===== config.mk =====
export PLATFORM = sky130hd
export DESIGN_NAME = butterfly_cplx_pipe
export DESIGN_NICKNAME = d
export VERILOG_FILES = /design/src/rtl/fft_pkg.sv /design/src/rtl/cplx_rot_trivial.sv /design/src/rtl/butterfly_cplx_pipe.sv
export SDC_FILE = /design/constraint.sdc
export NUM_CORES = 1
export LEC_CHECK = 0
export ABC_AREA = 1
export CORE_UTILIZATION = 55
export DETAILED_ROUTE_END_ITERATION = 12
export PLACE_DENSITY = 0.8
export SLEW_MARGIN = 20
export SYNTH_ARGS = -nofsm -noshare
export SYNTH_HDL_FRONTEND = slang
export SYNTH_HIERARCHICAL = 1
export SYNTH_SLANG_ARGS = --single-unit

===== constraint.sdc =====
create_clock -name clk -period 4.4 [get_ports clk]
set_clock_uncertainty 0.05 [all_clocks]
set_input_delay 0.88 -clock clk [delete_from_list [all_inputs] [get_ports clk]]
set_output_delay 0.88 -clock clk [all_outputs]
set_load 0.1 [all_outputs]

===== src/rtl/fft_pkg.sv =====
// Shared definitions for the trivial-twiddle FFT butterflies.
//   TW_*      : encoding of tw_sel (0 = 1, 1 = -j, 2 = -1, 3 = +j)
//   MAX_DW    : widest data path supported by sat_dw
//   sat_dw()  : clamps a sign-extended (DW+1)-bit value to the signed DW-bit range
package fft_pkg;

    localparam logic [1:0] TW_ONE = 2'd0;
    localparam logic [1:0] TW_NJ  = 2'd1;
    localparam logic [1:0] TW_NEG = 2'd2;
    localparam logic [1:0] TW_PJ  = 2'd3;

    localparam int MAX_DW = 32;

    typedef logic signed [MAX_DW:0] sat_w_t;

    // Callers sign-extend their DW+1 bit value into sat_w_t and take the low
    // DW bits of the result; a difference between input and result flags a clamp.
    function automatic sat_w_t sat_dw(input sat_w_t s, input int unsigned dw);
        sat_w_t hi;
        sat_w_t lo;
        hi = (sat_w_t'(1) <<< (dw - 1)) - sat_w_t'(1);
        lo = ~hi;
        if (s > hi) begin
            sat_dw = hi;
        end else if (s < lo) begin
            sat_dw = lo;
        end else begin
            sat_dw = s;
        end
    endfunction

endpackage


===== src/rtl/cplx_rot_trivial.sv =====
// Combinational rotation of a complex sample by a trivial twiddle.
//   tw_sel  in  2     twiddle select (TW_ONE, TW_NJ, TW_NEG, TW_PJ)
//   br, bi  in  DW    real / imaginary input
//   rr, ri  out DW+1  rotated real / imaginary, one bit wider so -(-2^(DW-1)) is exact
module cplx_rot_trivial
    import fft_pkg::*;
#(
    parameter int DW = 16
) (
    input  logic [1:0]           tw_sel,
    input  logic signed [DW-1:0] br,
    input  logic signed [DW-1:0] bi,
    output logic signed [DW:0]   rr,
    output logic signed [DW:0]   ri
);

    logic signed [DW:0] br_x;
    logic signed [DW:0] bi_x;

    assign br_x = {br[DW-1], br};
    assign bi_x = {bi[DW-1], bi};

    always_comb begin
        rr = br_x;
        ri = bi_x;
        unique case (tw_sel)
            TW_ONE: begin
                rr = br_x;
                ri = bi_x;
            end
            TW_NJ: begin
                rr = bi_x;
                ri = -br_x;
            end
            TW_NEG: begin
                rr = -br_x;
                ri = -bi_x;
            end
            TW_PJ: begin
                rr = -bi_x;
                ri = br_x;
            end
        endcase
    end

endmodule


===== src/rtl/butterfly_cplx_pipe.sv =====
// Two-stage valid/ready radix-2 butterfly with trivial twiddles:
//   y1 = a + T*b, y2 = a - T*b, T in {1, -j, -1, +j}.
// Ports:
//   clk, rst             clock, asynchronous active-low reset
//   in_valid / in_ready  input handshake (in_ready follows out_ready combinationally)
//   ar, ai, br, bi       complex inputs a and b, signed DW bits
//   tw_sel               twiddle select, sampled with the input data
//   out_valid / out_ready output handshake
//   yr1, yi1, yr2, yi2   complex outputs y1 and y2, signed DW bits
//   ovf / ovf_clr        sticky saturation flag and its synchronous clear
// SCALE=1 halves the outputs (floor) so they cannot overflow; SCALE=0 saturates.
module butterfly_cplx_pipe
    import fft_pkg::*;
#(
    parameter int DW    = 16,
    parameter bit SCALE = 1'b0
) (
    input  logic                 clk,
    input  logic                 rst,
    input  logic                 in_valid,
    output logic                 in_ready,
    input  logic signed [DW-1:0] ar,
    input  logic signed [DW-1:0] ai,
    input  logic signed [DW-1:0] br,
    input  logic signed [DW-1:0] bi,
    input  logic [1:0]           tw_sel,
    output logic                 out_valid,
    input  logic                 out_ready,
    output logic signed [DW-1:0] yr1,
    output logic signed [DW-1:0] yi1,
    output logic signed [DW-1:0] yr2,
    output logic signed [DW-1:0] yi2,
    output logic                 ovf,
    input  logic                 ovf_clr
);

    logic               s1_valid;
    logic               s2_valid;
    logic               s1_adv;
    logic               s2_adv;
    logic               s1_load;
    logic               s2_load;

    logic signed [DW:0] rot_r;
    logic signed [DW:0] rot_i;
    logic signed [DW:0] s1_ar;
    logic signed [DW:0] s1_ai;
    logic signed [DW:0] s1_rr;
    logic signed [DW:0] s1_ri;

    // res order: y1 real, y1 imag, y2 real, y2 imag
    logic signed [DW:0]   res    [4];
    logic signed [DW-1:0] y_next [4];
    logic [3:0]           sat;

    assign s2_adv   = !s2_valid || out_ready;
    assign s1_adv   = !s1_valid || s2_adv;
    assign in_ready = s1_adv;
    assign s1_load  = in_valid && s1_adv;
    assign s2_load  = s1_valid && s2_adv;

    cplx_rot_trivial #(.DW(DW)) u_rot (
        .tw_sel (tw_sel),
        .br     (br),
        .bi     (bi),
        .rr     (rot_r),
        .ri     (rot_i)
    );

    always_ff @(posedge clk or negedge rst) begin
        if (!rst) begin
            s1_valid <= 1'b0;
            s1_ar    <= '0;
            s1_ai    <= '0;
            s1_rr    <= '0;
            s1_ri    <= '0;
        end else begin
            if (s1_adv) begin
                s1_valid <= in_valid;
            end
            // data only moves on a real transfer so bubbles leave it untouched
            if (s1_load) begin
                s1_ar <= {ar[DW-1], ar};
                s1_ai <= {ai[DW-1], ai};
                s1_rr <= rot_r;
                s1_ri <= rot_i;
            end
        end
    end

    // |a| <= 2^(DW-1) and |rb| <= 2^(DW-1), so DW+1 bits hold every sum exactly
    assign res[0] = s1_ar + s1_rr;
    assign res[1] = s1_ai + s1_ri;
    assign res[2] = s1_ar - s1_rr;
    assign res[3] = s1_ai - s1_ri;

    for (genvar k = 0; k < 4; k++) begin : g_out
        if (SCALE) begin : g_scale
            logic unused_lsb;
            assign unused_lsb = res[k][0];
            assign y_next[k]  = res[k][DW:1];
            assign sat[k]     = 1'b0;
        end else begin : g_sat
            sat_w_t wide;
            sat_w_t clamped;
            assign wide      = sat_w_t'(res[k]);
            assign clamped   = sat_dw(wide, DW);
            assign y_next[k] = clamped[DW-1:0];
            assign sat[k]    = (clamped != wide);
        end
    end

    always_ff @(posedge clk or negedge rst) begin
        if (!rst) begin
            s2_valid <= 1'b0;
            yr1      <= '0;
            yi1      <= '0;
            yr2      <= '0;
            yi2      <= '0;
        end else begin
            if (s2_adv) begin
                s2_valid <= s1_valid;
            end
            if (s2_load) begin
                yr1 <= y_next[0];
                yi1 <= y_next[1];
                yr2 <= y_next[2];
                yi2 <= y_next[3];
            end
        end
    end

    assign out_valid = s2_valid;

    // a clamp in the same cycle as ovf_clr must not be lost, so set takes priority
    always_ff @(posedge clk or negedge rst) begin
        if (!rst) begin
            ovf <= 1'b0;
        end else if (s2_load && (|sat)) begin
            ovf <= 1'b1;
        end else if (ovf_clr) begin
            ovf <= 1'b0;
        end
    end

endmodule


**After elaboration in Yosys (flattened, before gate mapping)**

Index checks and enable logic that the tools add are counted.

- Register bits after elaboration: 133
- Input bits: 71
- Output and inout bits: 67
- Logic and storage cells: 54

- $add $sub $neg: 6
- Magnitude comparators: 8
- Equality and inequality tests: 7
- Multiplexer cells: 12
- Reductions and logical operators: 10

Operators with widths:

| cell | count |
|---|---|
| $mux W33 | 8 |
| $pmux W17 S4 | 2 |
| $ne A33 B17 Y1 | 4 |
| $gt A17 B16 Y1 const B | 4 |
| $lt A17 B16 Y1 const B | 4 |
| $add A16 B17 Y17 | 2 |
| $neg A16 Y17 | 2 |
| $sub A16 B17 Y17 | 2 |
| $eq A2 B2 Y1 const B | 2 |
| $reduce_or A4 Y1 | 1 |
| $logic_and A1 B1 Y1 | 3 |
| $eq A2 B1 Y1 const B | 1 |
| $logic_not A1 Y1 | 2 |
| $logic_not A2 Y1 | 1 |
| $logic_or A1 B1 Y1 | 2 |
| $mux W1 | 2 |
| $reduce_bool A2 Y1 | 1 |

**Logic depth before layout (Yosys ltp)**

- Depth after elaboration: 8
- Gate-level depth with buffers: 18
- Gate-level depth less buffers: 18

**Modules after synthesis**

Netlist, hierarchy kept.

Modules (own cells, without submodules):

| module | instances | cells each | area each (um^2) | seq. area each (um^2) |
|---|---|---|---|---|
| butterfly_cplx_pipe | 1 | 1163 | 8898.5 | 3328.2 |
| cplx_rot_trivial | 1 | 340 | 1594.0 | 0.0 |

**Least setup slack after synthesis**

Ideal clock, no wire load.

- Kind: reg2reg
- Start: register s2_valid, in the netlist out_valid
- End: register s1_valid
- Library setup time: 162 ps
- Data arrival time: 3119 ps
- Data required time: 4188 ps
- Slack: 1069 ps
- Cell stages (with the launch flop): 7
- Path buffers: 3
- Period minus slack after synthesis: 3331 ps
- Cells stage by stage: dfrtp_1 nand3_1 nand2_1 clkbuf_1 clkbuf_1 buf_2 nand2_1

- Longest elaborated chain between the ends: 3

RTL lines:

| item | RTL line | RTL |
|---|---|---|
| start, declared | butterfly_cplx_pipe.sv:38 | `logic s2_valid;` |
| start signal, assigned | butterfly_cplx_pipe.sv:122 | `s2_valid <= s1_valid;` |
| $logic_not A1 Y1 | butterfly_cplx_pipe.sv:56 | `assign s2_adv = !s2_valid \|\| out_ready;` |
| $logic_or A1 B1 Y1 | butterfly_cplx_pipe.sv:56 |  |
| $logic_or A1 B1 Y1 | butterfly_cplx_pipe.sv:57 | `assign s1_adv = !s1_valid \|\| s2_adv;` |
| named net in_ready | butterfly_cplx_pipe.sv:21 | `output logic in_ready,` |
| end signal, assigned | butterfly_cplx_pipe.sv:79 | `s1_valid <= in_valid;` |
| end, declared | butterfly_cplx_pipe.sv:37 | `logic s1_valid;` |

The timed path passes the listed nets, and every way through them passes these cells.
A chain may end at the register's enable or synchronous reset.

**Worst setup path in the final report**

- Start: register yi2[12]
- End: output port yi2[12]

RTL lines:

| item | RTL line | RTL |
|---|---|---|
| start, declared | butterfly_cplx_pipe.sv:32 | `output logic signed [DW-1:0] yi2,` |
| start signal, assigned | butterfly_cplx_pipe.sv:128 | `yi2 <= y_next[3];` |

No word-level cell between the ends.

==> out/metrics.cfg <==
[cts]
cts-resized-gates = 0
htree_levels = 4
cts_tree = yes
postCtsSetupBuffers = 0
cts_buffers = 17
hold_buffers = 0
clock_latency_ns = 0.43
clkSinkCount = 133
cts_buffer_depth = 2
cts-root-buf = clkbuf_16
clk_pin_slew_ns = 0.06

[worst_setup_path]
crit_slowest_cell = clkdlybuf4s50_1
crit_chain = clkdlybuf4s50_1
worst_ep_required_time_ns = 3.47
cp.arrival_ns = 1.97
max_stage_delay_ns = 1.15
crit_buf_inv = 1
cp_max_fo = 2
worstSetupPathType = reg2out
cp_top_family = buffers and inverters
startpoint_type = register
end_kind = output pin

[drt]
drc = 0
drt_iter0_markers = 832
drtPass1Iterations = 5
viasPerCell = 5.49
wl_per_cell_um = 15.5
vias = 10200
wl_mm = 28.8
ant_nets = 0

[cells_and_area]
antennaDiodeCount = 0
postLayoutCellArea_sq_mm = 0.0125
layout_common_cells = nand2_1, inv_1, nor2_1
final_common_cell = nand2_1
fillers = 1607
drive_gt1_share_pct = 9.85
finalNetCount = 1753
area_growth_pct = 19.3

[sta]
hold_viol = 0
maxSlewViolCount = 0
rsz0062_at_grt = no
finalCriticalPeriod_ns = 2.90
fmax_mhz = 345
finalCritPeriodShare_pct = 66.0
tns_ns = 0
worstMarginPinSlew_ns = 0.999
max-slew-margin-rel_pct = 33.2
setup_violations = 0

[synth]
synth_top_family_by_area = simple AND/OR/NAND/NOR gates
ys_seq_elements = 133
synth_edf_count = 0
synth_nets = 1644
yosys_warnings = 6
synthCells = 1503
synth-simple-area-share_pct = 32.0
syn_area_sq_mm = 0.0105
synth_xor_area_share_pct = 3.67
synth_top_cells_by_area = dfrtp_1, nand2_1, ha_1
yosysSeqAreaShare_pct = 31.7
dominantRegCellSynth = dfrtp_1
async_flop_share_pct = 100
yosysTopAreaCell = dfrtp_1
synth_compound_area_share_pct = 10.6
synth_cell_types = 38
synth_top_area_share_pct = 31.7
synthAdderAreaFrac_pct = 8.63
synth_mux_area_share_pct = 3.43
syn_avg_cell_area_sq_um = 6.98

[pwr]
power.density_mw_per_mm2 = 731
vdd_ir_drop_max_mv = 0.419
p_total_mw = 9.15
p_leak_nw = 6.29

[placed_design]
place_area_sq_mm = 0.0119
dp_hpwl_mm = 22.2
gp_congestion = 0.966
numPortBuffers = 137

[floorplanning]
start_util_pct = 56.1
rows = 50
die_height_um = 140
ios = 138
die_area_sq_mm = 0.0196
core_sq_mm = 0.0187
die_x_um = 140

[grt]
grt_pass1_wl_mm = 48.1
grt_usage_pct = 30.8
grt_max_degree = 89
grt_overflow = 0
grt_pass1_vias = 9661
antenna_found_initial = 0

[status]
status = finished, final reports clean

[min_path]
hp-class = in2async

[run]
cap_viol_max_count = 0

[state kept, by name, summed over array words and instances, names as in the netlist]
| register | flops |
|---|---|
| s1_ai | 16 |
| s1_ri | 17 |
| ovf | 1 |
| s1_valid | 1 |
| yi2 | 16 |
| out_valid | 1 |
| yr1 | 16 |
| yi1 | 16 |
| s1_ar | 16 |
| yr2 | 16 |
| s1_rr | 17 |
[per-layer routing]
layer  routed length, um  track usage (%)
met5                   0                0
met3                2060             5.47
met4                 627             10.1
met1               13400             44.1
met2               12700             46.9
[final timing paths]
path                                      startpoint                     to  slack [ns]  cells after the start
worst min-delay path                             rst    yr1[14]$_DFFE_PN0P_        0.43                      1
worst max register to register  s1_ri[0]$_DFFE_PN0P_    yi2[11]$_DFFE_PN0P_        1.63                     14
min in group clk                  yr1[3]$_DFFE_PN0P_     yr1[3]$_DFFE_PN0P_        0.43                      2
max in group asynchronous                        rst  s1_ri[14]$_DFFE_PN0P_        2.96                      2
worst min register to register    yr1[3]$_DFFE_PN0P_     yr1[3]$_DFFE_PN0P_        0.43                      2
worst max-delay path             yi2[12]$_DFFE_PN0P_                yi2[12]        1.50                      1
[per-stage QoR]
stage	utilization [%]	hold WS (ns)	worst slack, ns	cells
final	66.9	0.427	1.50	1859
after global routing	66.9	0.455	1.37	1859
after CTS	66.9	0.432	1.49	1859
after detailed placement	63.6	0.415	1.15	1827
after global placement	63.6	0.415	1.21	1827
after floorplan	-	0.450	1.07	1503
[final cells by class]
class / count / area [sq um] / area share [%]
Inverter: 187 / 703 / 5.62
Sequential cell: 133 / 3330 / 26.6
Tap cell: 234 / 293 / 2.34
Clock buffer: 18 / 439 / 3.51
Multi-Input combinational cell: 1128 / 6130 / 48.9
Timing Repair Buffer: 145 / 1440 / 11.5
Clock inverter: 14 / 185 / 1.48
[cells by family (layout without fill, tap and decap cells)]
group                      Yosys count  in the layout
buffers and inverters              242            364
xor gates and xnor gates            44             44
and+or+nand+nor                    795            795
DFF                                133            133
muxes                               32             32
AOI/OAI and AO/OA                  187            187
adders and majority gates           70             70
[where the power goes]
group | internal [mW] | switching [mW]
combinational | 1.48 | 4.26
clock | 0.923 | 0.597
sequential | 1.62 | 0.261
total | 4.03 | 5.12
[Yosys cell counts (6+ instances only)]
| cell | count |
|---|---|
| a21oi_2 | 25 |
| dfrtp_1 | 133 |
| nand2_2 | 24 |
| clkbuf_1 | 15 |
| xor2_1 | 41 |
| a21oi_1 | 89 |
| inv_1 | 169 |
| o21ai_0 | 29 |
| buf_4 | 14 |
| mux2_2 | 32 |
| nand4_1 | 29 |
| o21ai_1 | 12 |
| buf_6 | 8 |
| nand3_1 | 107 |
| nand2_1 | 444 |
| o21ai_2 | 9 |
| nand3b_1 | 8 |
| nor2_1 | 158 |
| a31oi_1 | 10 |
| ha_1 | 66 |
| nor3_1 | 8 |
| buf_2 | 18 |
| o21bai_1 | 6 |
| inv_2 | 16 |
No activity file was read; power rests on OpenSTA's default activity.
